**src/rtl/ask_modulator.sv**
```systemverilog
// On-off keyed square-wave modulator fed by a bit FIFO; produces offset-binary
// samples for the DAC driver, holding each bit for SAMPLES_PER_BIT clocks.
module ask_modulator #(
  parameter int         FIFO_DEPTH          = 16,
  parameter int         SAMPLES_PER_BIT     = 16,
  parameter int         CARRIER_HALF_PERIOD = 2,
  parameter logic [7:0] AMPLITUDE           = 8'd127
) (
  input  logic                          clk,
  input  logic                          rst,
  input  logic                          bit_in,
  input  logic                          bit_valid,
  input  logic                          clear_ovf,
  output logic [7:0]                    ask_out,
  output logic                          sample_valid,
  output logic                          tx_busy,
  output logic [$clog2(FIFO_DEPTH):0]   fifo_level,
  output logic                          overflow
);

  localparam int PTR_W = $clog2(FIFO_DEPTH);
  localparam int LVL_W = PTR_W + 1;
  localparam int CNT_W = (SAMPLES_PER_BIT > 1) ? $clog2(SAMPLES_PER_BIT) : 1;
  localparam int DIV_W = (CARRIER_HALF_PERIOD > 1) ? $clog2(CARRIER_HALF_PERIOD) : 1;

  typedef enum logic {IDLE, SEND} state_t;

  state_t               state, state_nxt;
  logic [FIFO_DEPTH-1:0] fifo_mem;
  logic [PTR_W-1:0]     wr_ptr, rd_ptr;
  logic                 fifo_empty, fifo_full;
  logic                 pop, push, drop;
  logic                 cur_bit;
  logic [CNT_W-1:0]     bit_cnt;
  logic                 phase;
  logic [DIV_W-1:0]     div;

  function automatic logic [7:0] sat_u8(input logic signed [9:0] v);
    if (v < 10'sd0)
      return 8'd0;
    else if (v > 10'sd255)
      return 8'd255;
    else
      return v[7:0];
  endfunction

  function automatic logic [7:0] carrier_sample(input logic active, input logic ph);
    logic signed [9:0] swing;
    logic signed [9:0] mid;
    mid   = 10'sd128;
    swing = signed'({2'b00, AMPLITUDE});
    if (!active)
      return sat_u8(mid);
    else if (ph)
      return sat_u8(mid + swing);
    else
      return sat_u8(mid - swing);
  endfunction

  assign fifo_empty = (fifo_level == '0);
  assign fifo_full  = (fifo_level == LVL_W'(FIFO_DEPTH));

  always_comb begin
    state_nxt = state;
    pop       = 1'b0;
    case (state)
      IDLE: begin
        if (!fifo_empty) begin
          pop       = 1'b1;
          state_nxt = SEND;
        end
      end
      SEND: begin
        if (bit_cnt == '0) begin
          if (!fifo_empty)
            pop = 1'b1;
          else
            state_nxt = IDLE;
        end
      end
      default: state_nxt = IDLE;
    endcase
  end

  // A full FIFO still takes a write when the same edge frees a slot
  assign push = bit_valid && (!fifo_full || pop);
  assign drop = bit_valid && !push;

  always_ff @(posedge clk) begin
    if (rst)
      state <= IDLE;
    else
      state <= state_nxt;
  end

  always_ff @(posedge clk) begin
    if (push)
      fifo_mem[wr_ptr] <= bit_in;
  end

  always_ff @(posedge clk) begin
    if (rst) begin
      wr_ptr     <= '0;
      rd_ptr     <= '0;
      fifo_level <= '0;
      overflow   <= 1'b0;
    end else begin
      if (push)
        wr_ptr <= wr_ptr + PTR_W'(1);
      if (pop)
        rd_ptr <= rd_ptr + PTR_W'(1);
      case ({push, pop})
        2'b10:   fifo_level <= fifo_level + LVL_W'(1);
        2'b01:   fifo_level <= fifo_level - LVL_W'(1);
        default: fifo_level <= fifo_level;
      endcase
      if (drop)
        overflow <= 1'b1;
      else if (clear_ovf)
        overflow <= 1'b0;
    end
  end

  always_ff @(posedge clk) begin
    if (rst) begin
      cur_bit <= 1'b0;
      bit_cnt <= '0;
    end else if (pop) begin
      cur_bit <= fifo_mem[rd_ptr];
      bit_cnt <= CNT_W'(SAMPLES_PER_BIT - 1);
    end else if (state == SEND && bit_cnt != '0) begin
      bit_cnt <= bit_cnt - CNT_W'(1);
    end
  end

  // Phase restarts only when leaving IDLE; back-to-back bits keep the carrier running
  always_ff @(posedge clk) begin
    if (rst) begin
      phase <= 1'b1;
      div   <= '0;
    end else if (state == IDLE && pop) begin
      phase <= 1'b1;
      div   <= '0;
    end else if (state == SEND) begin
      if (div == DIV_W'(CARRIER_HALF_PERIOD - 1)) begin
        div   <= '0;
        phase <= ~phase;
      end else begin
        div <= div + DIV_W'(1);
      end
    end
  end

  assign ask_out      = carrier_sample((state == SEND) && cur_bit, phase);
  assign sample_valid = (state == SEND);
  assign tx_busy      = (state == SEND) || !fifo_empty;

endmodule
```
**config.mk**
```make
export PLATFORM = sky130hd
export DESIGN_NAME = ask_modulator
export DESIGN_NICKNAME = d
export VERILOG_FILES = /design/src/rtl/ask_modulator.sv
export SDC_FILE = /design/constraint.sdc
export NUM_CORES = 1
export LEC_CHECK = 0
export ABC_AREA = 1
export CAP_MARGIN = 10
export CORE_ASPECT_RATIO = 1.2
export CORE_UTILIZATION = 50
export DETAILED_ROUTE_END_ITERATION = 8
export PLACE_DENSITY = 0.81
export SLEW_MARGIN = 40
export SYNTH_ARGS = -nofsm -noshare
export SYNTH_HDL_FRONTEND = slang
export SYNTH_SLANG_ARGS = --single-unit
```
**constraint.sdc**
```tcl
create_clock -name clk -period 2.7 [get_ports clk]
set_input_delay 0.81 -clock clk [delete_from_list [all_inputs] [get_ports clk]]
set_output_delay 0.81 -clock clk [all_outputs]
set_load 0.005 [all_outputs]
```
==> results.json, run 1 <==
{
  "max_cap_violations": 0,
  "drt-met1-wl_um": 1560,
  "seq_area_frac_synth": 0.447,
  "cts_tree": "yes",
  "wl_met3_um": 132,
  "clock_skew_ps": 2.75,
  "drt_iter0_markers": 41,
  "overflow": 0,
  "synth.largest_area_cell": "edfxtp_1",
  "p_leak_nw": 1.06,
  "status": "finished, final reports clean",
  "min_from": "overflow",
  "fin_util": 0.602,
  "pre_cts_ws_ps": 64.4,
  "setup_tns_ps": 0,
  "die_w_um": 60.6,
  "grt_max_degree": 24,
  "ys_types": 28,
  "yosys-top-cells-area": "edfxtp_1, dfxtp_1, nand2_1",
  "routed.top_layer": "met4",
  "fin_hold_ws_ps": 464,
  "clock_latency_ps": 290,
  "die_area_um2": 4380,
  "ant_nets": 0,
  "wl_per_cell_um": 11.1,
  "r2r_start": "bit_cnt[0]",
  "first_pass_iters": 4,
  "setup_viol": 0,
  "routed_wl_um": 3730,
  "end_kind": "primary output",
  "worstPathRequired_ps": 1890,
  "cts-root-buf": "clkbuf_8",
  "crit_path_start": "fifo_level[1]",
  "stdcell_count": 336,
  "routabilityCongestion": 0.882,
  "cp-start-kind": "flip-flop",
  "netlist_area_um2": 2060,
  "tightestPinTransition_ps": 455,
  "slowest_delay_ps": 450,
  "crit_slowest_cell": "clkdlybuf4s50_1",
  "synth_top_cell_area_share": 0.233,
  "async_flop_share": 0,
  "postCtsHoldBufs": 0,
  "start_util": 0.523,
  "p_per_area_nw_per_um2": 906,
  "core_um2": 3940,
  "antenna_found_initial": 0,
  "max_freq_ghz": 0.382,
  "syn-mean-instance-area_um2": 7.90,
  "clock_sinks": 38,
  "final.fill_count": 369,
  "post_cts_buffers": 0,
  "netlist_instances": 261,
  "path_class": "flip-flop to primary output",
  "grt_pass1_wl_um": 6350,
  "ir_drop_v": 0.000576,
  "placedCellCount": 328,
  "cts_buffers": 5,
  "ys_warn_count": 0,
  "rsz0062_at_grt": "no",
  "worstPathArrival_ps": 1810,
  "h-tree-depth": 2,
  "synth_most_common_cell": "nand2_1",
  "crit_fanout": 5,
  "synth_edf_count": 16,
  "num_vias": 1685,
  "die_height_um": 72.3,
  "period_minus_slack_ps": 2620,
  "final_layout_size_suffix_gt1_frac": 0.0887,
  "pin_count": 21,
  "diodes": 0,
  "numPortBuffers": 20,
  "ys_seq_elements": 38,
  "final_nets": 296,
  "avgViaCountPerCell": 5.01,
  "grt_pass1_vias": 1506,
  "finalWorstSetupSlack_ps": 81.6,
  "maxSlewViolCount": 0,
  "clk_path_buf_depth": 2,
  "dr_wl_met2_um": 2010,
  "dp_hpwl_um": 2780,
  "crit_path_cell_trace": "nor2_2 -> nand4_1 -> or2_2 -> clkdlybuf4s50_1",
  "synth_nets": 276,
  "ctsResizeCount": 0,
  "num_rows": 25,
  "maxSlewHeadroom": 0.696,
  "synthTopCellsByCount": "nand2_1, inv_1, nand3_1, dfxtp_1",
  "path_clk_slew_ps": 80,
  "post-route-period-util": 0.970,
  "synth_ff_type": "dfxtp_1",
  "area_growth_pct": 15.2,
  "grt_usage": 0.192,
  "drc_errors": 0,
  "hold_class": "flip-flop to flip-flop",
  "hold_viol_final": 0
}
## state kept, by name (all words and copies together), names as in the netlist
signal        count
fifo_mem         16
fifo_level        5
bit_cnt           4
rd_ptr            4
wr_ptr            4
cur_bit           1
div               1
overflow          1
phase             1
sample_valid      1
## power by group
| part | internal (W) | switching (W) | total (W) |
|---|---|---|---|
| clock network | 0.000235 | 0.000202 | 0.000436 |
| logic | 0.000371 | 0.000547 | 0.000917 |
| registers | 0.000699 | 0.0000977 | 0.000797 |
## worst max-delay path, delay by kind of cell, from the launching register on
family,cells,cell delay [ps]
flip-flops,1,370
buffers and inverters,1,450
AND/OR/NAND/NOR,3,710
## through the flow
step | power (W) | area [µm²]
floorplan | 0.00146 | 2060
global route | 0.00235 | 2370
global placement | 0.00169 | 2270
finish | 0.00215 | 2370
detailed placement | 0.00172 | 2270
CTS | 0.00216 | 2370
## cells in the final DEF, fill, tap and decap left out, types with 3 or more instances in the layout
master / instances
nand2_1: 57
nor3_1: 16
buf_4: 3
nand2_2: 3
nor2_1: 15
xor2_1: 5
clkbuf_8: 5
a21oi_1: 9
dfxtp_1: 22
o21ai_0: 8
inv_2: 3
edfxtp_1: 16
nand4_1: 4
clkdlybuf4s50_1: 20
nand3_1: 28
ha_1: 10
inv_1: 42
## final timing paths
kind / to / slack (ps) / depth (start not counted)
worst max-delay path: tx_busy / 80 / 4
worst min-delay path: overflow / 460 / 2
worst max register to register: fifo_level[4] / 320 / 17
worst min register to register: overflow / 460 / 2
## area by class of cell
class / count / area, µm² / area share
flip-flops and latches: 38 / 921 / 0.388
inverters: 46 / 173 / 0.0727
clock buffers: 6 / 93.8 / 0.0395
clock inverters: 2 / 10.0 / 0.00422
well taps: 54 / 67.6 / 0.0285
multi-input cells: 167 / 886 / 0.373
repair buffers: 23 / 223 / 0.0938
## routing by layer
metal,vias up,global-route usage
li1,873,-
met1,768,0.220
met2,42,0.327
met3,2,0.0553
met4,0,0.0833
met5,-,0
## cells by family after synthesis
logic type / after synthesis / synth area share
simple gates: 131 / 0.291
flops: 38 / 0.447
fa+ha+maj: 10 / 0.0607
buf+inv: 56 / 0.123
compound gates: 21 / 0.0571
xor+xnor: 5 / 0.0212
(Power assumes the default switching activity.)
==> inputs of run 2 (changes only) <==
--- a/config.mk
+++ b/config.mk
@@ -6,7 +6,6 @@
 export NUM_CORES = 1
 export LEC_CHECK = 0
 export ABC_AREA = 1
-export CAP_MARGIN = 10
 export CORE_ASPECT_RATIO = 1.2
 export CORE_UTILIZATION = 50
 export DETAILED_ROUTE_END_ITERATION = 8
==> results of run 2 <==
Same layout as run 1: the final DEF is identical, and so are final timing and power.
==> inputs of run 3 (changes only) <==
--- a/config.mk
+++ b/config.mk
@@ -8,7 +8,9 @@
 export ABC_AREA = 1
 export CORE_ASPECT_RATIO = 1.2
 export CORE_UTILIZATION = 50
+export CTS_CLUSTER_SIZE = 24
 export DETAILED_ROUTE_END_ITERATION = 8
+export GPL_TIMING_DRIVEN = 1
 export PLACE_DENSITY = 0.81
 export SLEW_MARGIN = 40
 export SYNTH_ARGS = -nofsm -noshare
==> results of run 3 <==
Same layout as run 1: the final DEF is identical, and so are final timing and power.
